[src/rtl/seg7_count_display_pkg.sv]
// Shared definitions for the 7-segment count display: segment codes (active-low {g,f,e,d,c,b,a}),
// converter state encoding and the BCD-to-segment decode helper.
package seg7_count_display_pkg;

   localparam logic [6:0] SEG_0     = 7'b1000000;
   localparam logic [6:0] SEG_1     = 7'b1111001;
   localparam logic [6:0] SEG_2     = 7'b0100100;
   localparam logic [6:0] SEG_3     = 7'b0110000;
   localparam logic [6:0] SEG_4     = 7'b0011001;
   localparam logic [6:0] SEG_5     = 7'b0010010;
   localparam logic [6:0] SEG_6     = 7'b0000010;
   localparam logic [6:0] SEG_7     = 7'b1111000;
   localparam logic [6:0] SEG_8     = 7'b0000000;
   localparam logic [6:0] SEG_9     = 7'b0010000;
   localparam logic [6:0] SEG_BLANK = 7'b1111111;

   typedef enum logic [1:0] {
      ST_IDLE  = 2'd0,
      ST_SHIFT = 2'd1,
      ST_DONE  = 2'd2
   } conv_state_t;

   // Nibbles above 9 cannot come out of the converter; they decode as blank.
   function automatic logic [6:0] seg_decode(input logic [3:0] digit);
      case (digit)
         4'd0:    seg_decode = SEG_0;
         4'd1:    seg_decode = SEG_1;
         4'd2:    seg_decode = SEG_2;
         4'd3:    seg_decode = SEG_3;
         4'd4:    seg_decode = SEG_4;
         4'd5:    seg_decode = SEG_5;
         4'd6:    seg_decode = SEG_6;
         4'd7:    seg_decode = SEG_7;
         4'd8:    seg_decode = SEG_8;
         4'd9:    seg_decode = SEG_9;
         default: seg_decode = SEG_BLANK;
      endcase
   endfunction

endpackage

[src/rtl/seg7_count_display_bin_to_bcd_seq.sv]
// Sequential double-dabble converter: 8-bit binary to three BCD digits in 10 clocks
// (load, 8 shift cycles, commit). The input is only sampled while idle.
module bin_to_bcd_seq
   import seg7_count_display_pkg::*;
(
   input  logic       clk,
   input  logic       reset,
   input  logic [7:0] value,
   output logic [3:0] hund,
   output logic [3:0] tens,
   output logic [3:0] ones,
   output logic       valid
);

   conv_state_t state;
   logic [7:0]  sr;
   logic [7:0]  load_val;
   logic [7:0]  last_val;
   logic [11:0] bcd;
   logic [11:0] bcd_adj;
   logic [2:0]  bit_cnt;

   // NOTE: every signal driven in always_comb gets a default first, so no path can infer a latch.
   always_comb begin
      bcd_adj = bcd;
      for (int i = 0; i < 3; i++) begin
         if (bcd[i*4 +: 4] >= 4'd5)
            bcd_adj[i*4 +: 4] = bcd[i*4 +: 4] + 4'd3;
      end
   end

   // NOTE: state registers use non-blocking assignments so every flop samples pre-edge values.
   always_ff @(posedge clk or posedge reset) begin
      if (reset) begin
         state    <= ST_IDLE;
         sr       <= '0;
         load_val <= '0;
         last_val <= '0;
         bcd      <= '0;
         bit_cnt  <= '0;
         hund     <= '0;
         tens     <= '0;
         ones     <= '0;
         valid    <= 1'b0;
      end else begin
         case (state)
            ST_IDLE: begin
               if (!valid || value != last_val) begin
                  sr       <= value;
                  load_val <= value;
                  bcd      <= '0;
                  bit_cnt  <= '0;
                  state    <= ST_SHIFT;
               end
            end
            ST_SHIFT: begin
               bcd     <= {bcd_adj[10:0], sr[7]};
               sr      <= {sr[6:0], 1'b0};
               bit_cnt <= bit_cnt + 3'd1;
               if (bit_cnt == 3'd7)
                  state <= ST_DONE;
            end
            ST_DONE: begin
               hund     <= bcd[11:8];
               tens     <= bcd[7:4];
               ones     <= bcd[3:0];
               last_val <= load_val;
               valid    <= 1'b1;
               state    <= ST_IDLE;
            end
            default: state <= ST_IDLE;
         endcase
      end
   end

endmodule

[src/rtl/seg7_count_display.sv]
// Shows an 8-bit value as decimal 000..255 on a 4-digit multiplexed active-low 7-segment display.
// Build option: SEG7_LEADING_ZERO_BLANK_EN blanks leading zeros on the hundreds/tens digits.
module seg7_count_display
   import seg7_count_display_pkg::*;
#(
   parameter int REFRESH_DIV = 50000,
   parameter int PRESC_W     = 16
) (
   input  logic       clk,
   input  logic       reset,
   input  logic [7:0] value,
   output logic [6:0] seg,
   output logic       dp,
   output logic [3:0] an
);

   localparam logic [PRESC_W-1:0] PRESC_MAX = PRESC_W'(REFRESH_DIV - 1);

   logic [3:0]         hund;
   logic [3:0]         tens;
   logic [3:0]         ones;
   logic               valid;
   logic [PRESC_W-1:0] presc;
   logic [1:0]         sel;
   logic               hund_blank;
   logic               tens_blank;
   logic [6:0]         shown;

   bin_to_bcd_seq u_conv (
      .clk   (clk),
      .reset (reset),
      .value (value),
      .hund  (hund),
      .tens  (tens),
      .ones  (ones),
      .valid (valid)
   );

`ifdef SEG7_LEADING_ZERO_BLANK_EN
   assign hund_blank = (hund == 4'd0);
   assign tens_blank = (hund == 4'd0) && (tens == 4'd0);
`else
   assign hund_blank = 1'b0;
   assign tens_blank = 1'b0;
`endif

   assign dp = 1'b1;

   always_comb begin
      shown = SEG_BLANK;
      case (sel)
         2'd0:    shown = seg_decode(ones);
         2'd1:    shown = tens_blank ? SEG_BLANK : seg_decode(tens);
         2'd2:    shown = hund_blank ? SEG_BLANK : seg_decode(hund);
         default: shown = SEG_BLANK;
      endcase
   end

   // Anode and segment registers follow sel every cycle, so both switch on the same edge.
   always_ff @(posedge clk or posedge reset) begin
      if (reset) begin
         presc <= '0;
         sel   <= 2'd0;
         an    <= 4'b1111;
         seg   <= SEG_BLANK;
      end else begin
         if (presc == PRESC_MAX) begin
            presc <= '0;
            sel   <= sel + 2'd1;
         end else begin
            presc <= presc + 1'b1;
         end
         an  <= ~(4'b0001 << sel);
         seg <= shown;
      end
   end

endmodule

[config.mk]
export PLATFORM = sky130hd
export DESIGN_NAME = seg7_count_display
export DESIGN_NICKNAME = d
export VERILOG_FILES = /design/src/rtl/seg7_count_display_pkg.sv /design/src/rtl/seg7_count_display_bin_to_bcd_seq.sv /design/src/rtl/seg7_count_display.sv
export SDC_FILE = /design/constraint.sdc
export NUM_CORES = 1
export LEC_CHECK = 0
export CAP_MARGIN = 20
export CORE_MARGIN = 1
export CORE_UTILIZATION = 60
export CTS_BUF_LIST = sky130_fd_sc_hd__clkbuf_8
export DETAILED_ROUTE_END_ITERATION = 8
export PLACE_DENSITY = 0.85
export SLEW_MARGIN = 15
export SYNTH_ARGS = -nofsm -noshare
export SYNTH_HDL_FRONTEND = slang
export SYNTH_SLANG_ARGS = --single-unit
[constraint.sdc]
create_clock -name clk -period 3.8 [get_ports clk]
set_input_delay 0.76 -clock clk [delete_from_list [all_inputs] [get_ports clk]]
set_output_delay 0.76 -clock clk [all_outputs]
set_load 0.02 [all_outputs]
==> results of run 1 <==
-- power breakdown --
part | internal [mW] | switching (mW) | total [mW]
combinational | 0.717 | 0.689 | 1.41
clock | 0.360 | 0.297 | 0.657
sequential | 1.21 | 0.331 | 1.54
total | 2.28 | 1.32 | 3.60
-- sequential cells by signal (all words and copies together) (netlist names) --
register         count
presc               16
u_conv.valid         1
u_conv.last_val      8
u_conv.bcd          12
u_conv.state         2
u_conv.load_val      8
u_conv.bit_cnt       3
seg                  7
u_conv.hund          4
an                   4
u_conv.ones          4
u_conv.tens          4
u_conv.sr            8
sel                  2
-- path summary, 6_finish.rpt --
check	startpoint	endpoint	cells after the start
max	value[4]	u_conv.load_val[5]$_DFFE_PP0P_	5
min	presc[12]$_DFF_PP0_	presc[12]$_DFF_PP0_	1
max reg2reg	u_conv.state[0]$_DFFE_PP0P_	u_conv.ones[3]$_DFFE_PP0N_	3
min reg2reg	presc[12]$_DFF_PP0_	presc[12]$_DFF_PP0_	1
max in group asynchronous	reset	seg[6]$_DFF_PP1_	3
min in group asynchronous	reset	u_conv.load_val[5]$_DFFE_PP0P_	2
-- layer usage --
| metal | track usage | vias to the layer above | part of all wire |
|---|---|---|---|
| met5 | 0 | - | 0 |
| met4 | 0.0999 | 0 | 0.020 |
| met3 | 0.0415 | 17 | 0.031 |
| met2 | 0.379 | 72 | 0.49 |
| met1 | 0.294 | 1457 | 0.46 |
| li1 | - | 1428 | - |
-- placed cells by master, fill, tap and decap left out, drive strengths merged, types with 2 or more instances in the layout --
cell type	count
a21oi	16
xnor2	16
xor2	11
a21o	3
nor3	5
inv	29
or4	2
a31oi	2
nand4	4
nand3	5
bufinv	2
and4	3
o21ai	20
o221ai	5
nand2	27
and3	3
nor2	21
nor2b	10
a22o	19
o2bb2ai	2
mux2	26
nand2b	9
a221o	7
clkinv	2
o2111ai	3
ha	32
clkbuf	9
mux2i	7
dfstp	11
clkdlybuf4s50	20
dfrtp	72
nor4bb	2
-- logic make-up after synthesis --
family | count (synthesis)
muxes | 33
adders and majority gates | 32
AOI/OAI and AO/OA | 84
xor gates and xnor gates | 27
and+or+nand+nor | 95
other | 1
buffers and inverters | 44
DFF | 83
-- worst max-delay path, delay by kind of cell --
family                    cells  cell delay [ps]
xor gates and xnor gates      1              300
muxes                         1              420
and+or+nand+nor               1               90
AOI/OAI and AO/OA             1              690
buffers and inverters         1              530
-- area by class of cell --
class | instances | area [um2] | share of cell area
multi-input combinational | 272 | 2130 | 0.438
sequential | 83 | 2090 | 0.429
timing repair buffer | 21 | 220 | 0.0452
clock buffer | 9 | 124 | 0.0254
tap | 96 | 120 | 0.0247
inverter | 26 | 98.8 | 0.0203
clock inverter | 7 | 80.1 | 0.0164
==> impl_metrics.toml, run 1 <==
[finish]
fin_util = 0.701
syn_to_final_growth_pct = 10.5
fin_area_um2 = 4870
fillers = 507
n_antenna_cell = 0
nNetsFinal = 455
final_cells = 514
drive_gt1_frac = 0.144

[sta]
hold_viol_final = 0
setup_violations = 0
fin_worst_skew_ps = 7.56
hold_slack_ps = 498
fin_setup_tns_ps = 0
fmax_mhz = 390
tightest_slew_ps = 1000
drv_slew = 0
period_minus_slack_ps = 2560
timing.final.crit_share = 0.674
rsz0062_at_grt = "no"
slew_headroom = 0.332
fin_ws_ps = 1240

[critical_path]
critPathKind = "input port to flip-flop"
cp-start-kind = "input port"
cp-end-kind = "flip-flop"
critical-path-slowest-cell = "a311oi_4"
ff2ff_setup_slack_ps = 1640
crit_fanout = 16
arrival_ps = 2800
cpPeakStageDelay_ps = 690
worstPathRequired_ps = 4040
path_cells = "clkdlybuf4s50_1 -> xor2_1 -> nor3_4 -> a311oi_4 -> mux2_2"

[placement]
post-place-ws_ps = 897
gp_congestion = 0.868
hpwl_um = 5400
dpl_cell_area_um2 = 4660
place_inst = 498
port_buffers = 20

[synthesis]
synthSimpleGateAreaFrac = 0.113
synth_warnings = 0
syn_avg_cell_area_um2 = 11.0
synthArstFlopShare = 1.00
synth_top_family_by_area = "compound AO/OA/AOI/OAI gates"
synth-xor-area-share = 0.0537
synth_edf_count = 0
yosysMostFrequentCell = "dfrtp_1"
synth_cells = 399
muxShareOfSynthArea = 0.0841
synthTopCellsByCount = "72 x dfrtp_1, 32 x ha_1, 27 x nand2_1, 26 x inv_1, 24 x mux2_2"
synth_compound_area_frac = 0.141
synth_cell_types = 50
synth_ff_type = "dfrtp_1"
synth_seq_cells = 83
yosysTopAreaCellShare = 0.409
synth_area_leaders = "dfrtp_1 41%, ha_1 9.1%, dfstp_2 6.6%"
synth_top_area_cell = "dfrtp_1"
syn_area_um2 = 4410
yosys.area_share.adder = 0.0909
syn-num-nets = 441
ys_seq_area_frac = 0.475

[power]
ir_drop_v = 0.000469
p_leak_nw = 2.18
totalPowerFinal_mw = 3.60
powerDensity_nw_per_um2 = 739

[route]
num_vias = 2974
wl_per_cell_um = 15.5
drtAntennaViolNets = 0
drtIter0Drc = 190
avgViaCountPerCell = 5.79
wl_um = 7970
drcViolationCount = 0
drt_first_pass_iters = 4

[floorplan]
fp.coreArea_um2 = 6940
start_util = 0.634
die-height_um = 87.7
dieArea_um2 = 7690
die_w_um = 87.7
ios = 22
rows = 30

[cts]
clock_path_buffers = 2
cts.reportedPaths.clkPinSlew_ps = 80
cts_max_level = 3
clkSinkCount = 83
cts_resized = 0
cts_setup_buffers = 0
cts_tree = "yes"
hold_buffers = 0
clock-root-buffer = "clkbuf_8"
numCtsBuffers = 9
clkLatencyLatePin_ps = 350

[run_status]
status = "finished, final reports clean"

[global_routing]
grt_max_degree = 43
grt_usage = 0.228
grt_overflow = 0
antenna_found_initial = 0
grt_pass1_vias = 2893
grt_pass1_wl_um = 13400

[job]
maxCapViolations = 0

[min_path]
hp-class = "flip-flop to flip-flop"
(Power assumes the default switching activity.)
==> run 2: changes to the inputs <==
==> constraint.sdc (replaced) <==
create_clock -name clk -period 2.5 [get_ports clk]
set_input_delay 0.5 -clock clk [delete_from_list [all_inputs] [get_ports clk]]
set_output_delay 0.5 -clock clk [all_outputs]
set_load 0.02 [all_outputs]
==> run 2 against run 1 <==
Effect of this change: clock-buffer cell count grew 1; global-route usage grew 0.79 points; total power grew 52%; core utilization grew 1.0 points.
==> impl_metrics.toml, run 2 (same netlist as run 1, synthesis figures left out) <==
[cts]
clock-root-buffer = "clkbuf_8"
cts_resized = 0
cts_tree = "yes"
clkLatencyLatePin_ps = 360
cts_max_level = 3
clock_path_buffers = 2
hold_buffers = 0
clkSinkCount = 83
cts_setup_buffers = 0
numCtsBuffers = 9
cts.reportedPaths.clkPinSlew_ps = 80

[route]
drtIter0Drc = 158
wl_per_cell_um = 15.3
num_vias = 3012
drtAntennaViolNets = 0
avgViaCountPerCell = 5.75
wl_um = 8010
drt_first_pass_iters = 4
drcViolationCount = 0

[critical_path]
critPathKind = "input port to flip-flop"
arrival_ps = 2310
cp-end-kind = "flip-flop"
crit_fanout = 8
worstPathRequired_ps = 2740
cpPeakStageDelay_ps = 510
critical-path-slowest-cell = "clkdlybuf4s50_1"
path_cells = "clkdlybuf4s50_1 -> xnor2_1 -> and4_4 -> a311oi_4 -> buf_4 -> mux2_2"
critical-path-top-delay-family = "buffers and inverters"
cp-start-kind = "input port"
crit_buf_inv = 2

[placement]
gp_congestion = 0.887
port_buffers = 20
post-place-ws_ps = 80.1
dpl_cell_area_um2 = 4750
hpwl_um = 5550

[global_routing]
globalRouteMet3Util = 0.0556
antenna_found_initial = 0
gr-max-usage-layer = "met2"
grt_overflow = 0
met1_usage = 0.307
grt_pass1_vias = 2961
met2_usage = 0.380
grt_usage = 0.236
grt_max_degree = 28
grt_pass1_wl_um = 13800

[finish]
drive_gt1_frac = 0.164
mostFrequentLayoutCell = "dfrtp_1"
syn_to_final_growth_pct = 12.2
top_regs = "presc (16), u_conv.bcd (12)"
largest_register = "presc"
fillers = 495
largest_reg_flops = 16
n_antenna_cell = 0
fin_area_um2 = 4940
mostFrequentLayoutCells = "72 x dfrtp_1, 32 x ha_1, 28 x inv_1"
nNetsFinal = 465

[sta]
timing.final.crit_share = 0.829
tightest_slew_ps = 572
setup_violations = 0
slew_headroom = 0.618
fin_ws_ps = 427
fin_setup_tns_ps = 0
drv_slew = 0
fmax_mhz = 482
hold_viol_final = 0
rsz0062_at_grt = "no"
period_minus_slack_ps = 2070
fin_worst_skew_ps = 15.3

[run_status]
status = "finished, final reports clean"

[floorplan]
rows = 30
die-height_um = 87.7
die_w_um = 87.7
fp.coreArea_um2 = 6940
dieArea_um2 = 7690
ios = 22
start_util = 0.634

[power]
p_leak_nw = 2.22
powerDensity_nw_per_um2 = 1110
ir_drop_v = 0.000575
totalPowerFinal_mw = 5.47

[min_path]
hp-class = "flip-flop to flip-flop"

[job]
maxCapViolations = 0
## run 2: cell count changes in the layout (fill, tap and decap cells not counted), sizes merged
cell	previous run	this run
clkbuf	9	10
clkinvlp	0	1
buf	1	11
inv	29	28
bufinv	2	1
## run 2: cell type report
| cell class | instances | area (um2) | area share |
|---|---|---|---|
| Multi-Input combinational cell | 272 | 2130 | 0.432 |
| Sequential cell | 83 | 2090 | 0.423 |
| Timing Repair Buffer | 31 | 308 | 0.0623 |
| Clock buffer | 10 | 138 | 0.0279 |
| Tap cell | 96 | 120 | 0.0243 |
| Inverter | 26 | 101 | 0.0205 |
| Clock inverter | 6 | 51.3 | 0.0104 |
## run 2: worst paths after layout
kind	depth (start not counted)	to	from	slack [ps]
worst min-delay path	1	presc[0]$_DFF_PP0_	presc[0]$_DFF_PP0_	490
max in group asynchronous	3	seg[2]$_DFF_PP1_	reset	1350
worst min register to register	1	presc[0]$_DFF_PP0_	presc[0]$_DFF_PP0_	490
worst max-delay path	6	u_conv.load_val[0]$_DFFE_PP0P_	value[7]	430
min in group asynchronous	2	presc[8]$_DFF_PP0_	reset	520
worst max register to register	6	seg[3]$_DFF_PP1_	u_conv.hund[1]$_DFFE_PP0N_	450
## run 2: routing by layer
| layer | part of all wire | vias up | wire length (um) |
|---|---|---|---|
| met3 | 0.035 | 17 | 278 |
| met5 | 0 | - | 0 |
| met2 | 0.48 | 61 | 3840 |
| li1 | - | 1455 | - |
| met4 | 0.023 | 0 | 184 |
| met1 | 0.46 | 1479 | 3710 |
## run 2: power by group
part           internal (mW)  switching [mW]  total (mW)
Combinational           1.15            1.05        2.20
Sequential              1.83           0.503        2.34
Clock                  0.475           0.455       0.930
## run 2: metrics by stage
stage                      util  hold slack, ps  std cells
after CTS                 0.712             490        524
final                     0.712             486        524
after floorplan               -             435        399
after global routing      0.712             514        524
after global placement    0.684             460        508
after detailed placement  0.684             479        508
==> run 3: changes to the inputs <==
--- a/config.mk
+++ b/config.mk
@@ -7,10 +7,10 @@
 export LEC_CHECK = 0
 export CAP_MARGIN = 20
 export CORE_MARGIN = 1
-export CORE_UTILIZATION = 60
+export CORE_UTILIZATION = 56
 export CTS_BUF_LIST = sky130_fd_sc_hd__clkbuf_8
 export DETAILED_ROUTE_END_ITERATION = 8
-export PLACE_DENSITY = 0.85
+export PLACE_DENSITY = 0.83
 export SLEW_MARGIN = 15
 export SYNTH_ARGS = -nofsm -noshare
 export SYNTH_HDL_FRONTEND = slang
==> constraint.sdc (replaced) <==
create_clock -name clk -period 1.9 [get_ports clk]
set_input_delay 0.38 -clock clk [delete_from_list [all_inputs] [get_ports clk]]
set_output_delay 0.38 -clock clk [all_outputs]
set_load 0.02 [all_outputs]
==> run 3 against run 2 <==
Effect of this change: clock-buffer cell count is 1 higher; cell count is 3.2% higher; wire length is 4.6% higher; via count is 0.96% higher; sequential power is 25% higher; clock power is 69% higher; combinational power is 45% higher; die area is 7.0% higher; largest cell class unchanged; first-iteration DRC count is 1.9% lower.
==> impl_metrics.toml, run 3 (same netlist as run 1, synthesis figures left out) <==
[run_status]
status = "finished, final reports clean"

[sta]
fin_worst_skew_ps = 11.4
timing.final.crit_share = 0.982
setup_violations = 0
fin_ws_ps = 34.0
slew_headroom = 0.467
fmax_mhz = 536
period_minus_slack_ps = 1870
fin_setup_tns_ps = 0
hold_viol_final = 0
tightest_slew_ps = 796
drv_slew = 0
rsz0062_at_grt = "no"

[power]
ir_drop_v = 0.000844
p_leak_nw = 2.31
powerDensity_nw_per_um2 = 1500

[finish]
largest_reg_flops = 16
mostFrequentLayoutCell = "dfrtp_1"
n_antenna_cell = 0
final_cells = 541
syn_to_final_growth_pct = 16.1
fillers = 545
multi_input_area_um2 = 2130
drive_gt1_frac = 0.195
seq_area_um2 = 2090
largest_register = "presc"
top_regs = "presc (16), u_conv.bcd (12)"
fin_util = 0.690
nNetsFinal = 479
mostFrequentLayoutCells = "72 x dfrtp_1, 32 x ha_1, 27 x nand2_1"
fin_area_um2 = 5110

[critical_path]
critPathKind = "flip-flop to primary output"
worst_r2r_path_depth = 5
arrival_ps = 1490
critical-path-top-delay-family = "buffers and inverters"
cp-start-kind = "flip-flop"
crit_fanout = 1
cp-end-kind = "primary output"
path_cells = "clkdlybuf4s50_1"
rr_startpoint = "u_conv.hund[0]$_DFFE_PP0N_"
cp-endpoint = "an[0]"
critical-path-slowest-cell = "clkdlybuf4s50_1"
cp_num_cells = 1
crit_start = "an[0]$_DFF_PP1_"
cpPeakStageDelay_ps = 590
worst_r2r_endpoint = "seg[3]$_DFF_PP1_"
worstPathRequired_ps = 1520
crit_buf_inv = 1
ff2ff_setup_slack_ps = 120

[floorplan]
dieArea_um2 = 8230
start_util = 0.595
rows = 31
die-height_um = 90.7
fp.coreArea_um2 = 7410
ios = 22
die_w_um = 90.7

[cts]
clock_path_buffers = 2
clkSinkCount = 83
clkLatencyLatePin_ps = 370
cts_tree = "yes"
cts.reportedPaths.clkPinSlew_ps = 90
cts_max_level = 3
hold_buffers = 0
clock-root-buffer = "clkbuf_8"
cts_resized = 0
cts_setup_buffers = 0
numCtsBuffers = 9

[route]
num_vias = 3041
wl_per_cell_um = 15.5
drt_first_pass_iters = 4
drtAntennaViolNets = 0
avgViaCountPerCell = 5.62
drtIter0Drc = 155
drcViolationCount = 0
wl_um = 8380

[placement]
post-place-ws_ps = -268
gp_congestion = 0.871
place_inst = 525
dpl_cell_area_um2 = 4860
port_buffers = 20
hpwl_um = 5860

[global_routing]
antenna_found_initial = 0
grt_pass1_vias = 3097
grt_usage = 0.220
grt_max_degree = 84
grt_pass1_wl_um = 14300
grt_overflow = 0

[job]
maxCapViolations = 0

[min_path]
hp-class = "input port to asynchronous set/reset pin"
run 3: cell count changes in the layout (fill, tap and decap cells not counted):
cell	previous run	this run
bufinv_16	1	3
clkinvlp_4	1	2
inv_1	28	26
clkinv_2	2	0
buf_4	9	23
clkbuf_8	10	11
run 3: worst min-delay path by stage:
stage / start / slack [ps] / endpoint / cells after the start
floorplan: u_conv.valid$_DFFE_PP0N_ / 430 / u_conv.valid$_DFFE_PP0N_ / 1
global placement: presc[15]$_DFF_PP0_ / 460 / presc[15]$_DFF_PP0_ / 1
detailed placement: u_conv.valid$_DFFE_PP0N_ / 470 / u_conv.valid$_DFFE_PP0N_ / 1
CTS: u_conv.valid$_DFFE_PP0N_ / 490 / u_conv.valid$_DFFE_PP0N_ / 1
global route: u_conv.valid$_DFFE_PP0N_ / 500 / u_conv.valid$_DFFE_PP0N_ / 1
finish: reset / 480 / presc[1]$_DFF_PP0_ / 3
run 3: per-stage QoR:
| stage | hold WS, ps | total power [mW] |
|---|---|---|
| floorplan | 435 | 5.17 |
| detailed placement | 467 | 6.13 |
| CTS | 487 | 7.72 |
| global route | 503 | 8.20 |
| global placement | 459 | 5.92 |
| finish | 480 | 7.69 |
run 3: cell type report:
class / instances / area share
multi-input cells: 272 / 0.417
clock buffers: 11 / 0.0296
flip-flops and latches: 83 / 0.409
clock inverters: 5 / 0.0198
inverters: 26 / 0.0198
repair buffers: 45 / 0.0807
well taps: 99 / 0.0242
run 3: report_power, final:
part           internal (mW)  total (mW)  switching, mW
combinational           1.61        3.18           1.57
clock                  0.940        1.57          0.633
sequential              2.41        2.93          0.521
run 3: per-layer routing:
metal	routed length (um)	part of all wire	vias to the layer above	GRT usage
li1	-	-	1481	-
met1	3740	0.45	1477	0.278
met2	4150	0.50	59	0.363
met3	242	0.029	24	0.0362
met4	243	0.029	0	0.116
met5	0	0	-	0
==> RTL change (settings of run 1) <==
`PRESC_W`: 16 -> 32.
--- a/src/rtl/seg7_count_display.sv
+++ b/src/rtl/seg7_count_display.sv
@@ -5,5 +5,5 @@
 #(
    parameter int REFRESH_DIV = 50000,
-   parameter int PRESC_W     = 16
+   parameter int PRESC_W     = 32
 ) (
    input  logic       clk,
Behaviour: no difference found for any inputs over 10 cycles, from zero or initial values and one cycle with reset high; that may be too few to reach the edited logic, so the function may still have changed.
==> RTL change against run 1 <==
- sequential cell count grew 16
- combinational power shrank 6%
- worst setup slack gained 55 ps
- maximum frequency grew 2.2%
- global-route usage grew 1.7 points
- sequential share of layout area grew 1.7 points
- routed wire length grew 19%
- final area grew 15%
- power grew 2.2%
- area after synthesis grew 15%
- critical endpoint is now u_conv.bcd[7]
==> RTL change: results (changes against run 1) <==
The run gives 49.00% (+1.5 points) as the sequential cell area fraction in the yosys report. The remaining max-slew budget at the tightest pin was 36.84% (+3.7 points). The number of nets in the layout came out at 569 (+25%). Average routed wire per standard cell: 14.93 um (-3.7%). For the maximum number of pins on one net before global-route repair, the log shows 56 (+30%). In this run the most critical hold path is launched from u_conv.valid. The maximum single-stage delay on the critical path was 930 ps (+240 ps).

The fraction of the mapped netlist area in compound gates was 14.57% (+0.43 points). For the total track usage, the log shows 24.51% (+1.7 points). The placed cell count came out at 620 (+24%).

The first-pass detailed-route iteration total is 5 (+1), and the number of global-route vias before repair is 3,609 (+25%). The adder-cell area share of the yosys netlist was 7.876% (-1.2 points); the detailed-route vias per instance was 5.780 (about the same). For the source-to-sink clock delay at the later pin of the worst-skew pair, the log shows 370 ps (+20 ps). The tools report the net count of the mapped netlist as 551 (+25%). For the count of cell types in the netlist, the log shows 47 (-6.0%). Sorting the synthesized cells by how often they occur yields sky130_fd_sc_hd__dfrtp_1 (88), sky130_fd_sc_hd__nand2_1 (69), sky130_fd_sc_hd__o21ai_0 (43).

The logs give 226 (+19%) for the count of routing violations after the opening detailed-route iteration and 917.2 ps (+20.15 ps) for the pre-CTS worst setup slack. The run gives 509 (+28%) as the number of instances in the synthesized netlist. The share of the synthesized netlist area taken by xor and xnor gates is 6.891% (+1.5 points), and the detailed placer's ending HPWL is 6573 um (+22%). On the critical path, the stage with the largest delay is an instance of sky130_fd_sc_hd__o41ai_4.

Fraction of layout instances using a drive strength above 1: 8.647% (-5.7 points). The largest registers in the layout are presc (32), u_conv.bcd (12). The flow ran to the end, and the final reports show no timing, DRC or antenna violations. The tools report the worst setup skew after layout as 17.02 ps (+9.466 ps). For the standby leakage power, the log shows 2.564 nW (+18%). Filler cell count: 580 (+14%). Tracing the worst setup path back leads to its startpoint at value[3]. The overall via count from detail_route is 3,682 (+24%), and the cell area after layout is 0.005583 mm^2 (+15%). For the instance area at placement, the log shows 0.005380 mm^2 (+15%). After synthesis, the cell types taking the most area are sky130_fd_sc_hd__dfrtp_1 (43%), sky130_fd_sc_hd__ha_1 (7.9%), sky130_fd_sc_hd__dfstp_2 (5.7%). Share of cell area taken by muxes after synthesis: 2.190% (-6.2 points). The final weighted congestion of routability-driven global placement was 0.8440 (-2.8%). The type of the worst min-delay path was reg2reg. The run gives 16,720 um (+25%) as the first-pass GRT wire length. The power dissipated in sequential cells was 1.68 mW (+9%); the switching component of the power was 1.381 mW (+4.9%). The data arrival time of the critical path came out at 2810 ps (about the same).
## RTL change: cell types whose count changed after synthesis, moves of 12 or more
| cell | delta |
|---|---|
| sky130_fd_sc_hd__o21ai_0 | +23 |
| sky130_fd_sc_hd__nand2_1 | +42 |
| sky130_fd_sc_hd__mux2_2 | -15 |
| sky130_fd_sc_hd__xnor2_1 | +12 |
| sky130_fd_sc_hd__dfrtp_1 | +16 |
| sky130_fd_sc_hd__inv_1 | +13 |
## RTL change: layer usage
layer  global-route usage [%]  vias up  part of all wire (%)
met4                    10.38        0                   2.2
met2                    38.81       84                    49
met3                    4.531       20                   3.0
met5                        0        -                     0
met1                    33.19     1792                    46
li1                         -     1786                     -
## RTL change: critical path, delay by kind of cell
kind	cells	cell delay (ps)
compound gates	2	1200
buf+inv	1	490
simple gates	1	220
xor+xnor	1	130
## RTL change: final cells by class
class | count | area share [%]
clock buffer | 10 | 2.465
timing repair buffer | 23 | 4.213
multi-input combinational | 355 | 42.65
sequential | 99 | 44.62
clock inverter | 6 | 1.031
inverter | 39 | 2.667
tap | 105 | 2.353
## RTL change: logic make-up after synthesis
logic type                 count (synthesis)
DFF                                       99
xor gates and xnor gates                  40
buffers and inverters                     55
muxes                                     10
and+or+nand+nor                          159
AOI/OAI and AO/OA                        113
adders and majority gates                 32
other                                      1
## RTL change: worst paths after layout
path | end | slack, ps | cells after the start
worst max-delay path | u_conv.bcd[7] | 1290 | 5
worst min-delay path | u_conv.valid | 470 | 1
worst max register to register | u_conv.ones[3] | 1690 | 3
worst min register to register | u_conv.valid | 470 | 1
max in group asynchronous | u_conv.bcd[1] | 2270 | 3
min in group asynchronous | presc[5] | 860 | 2
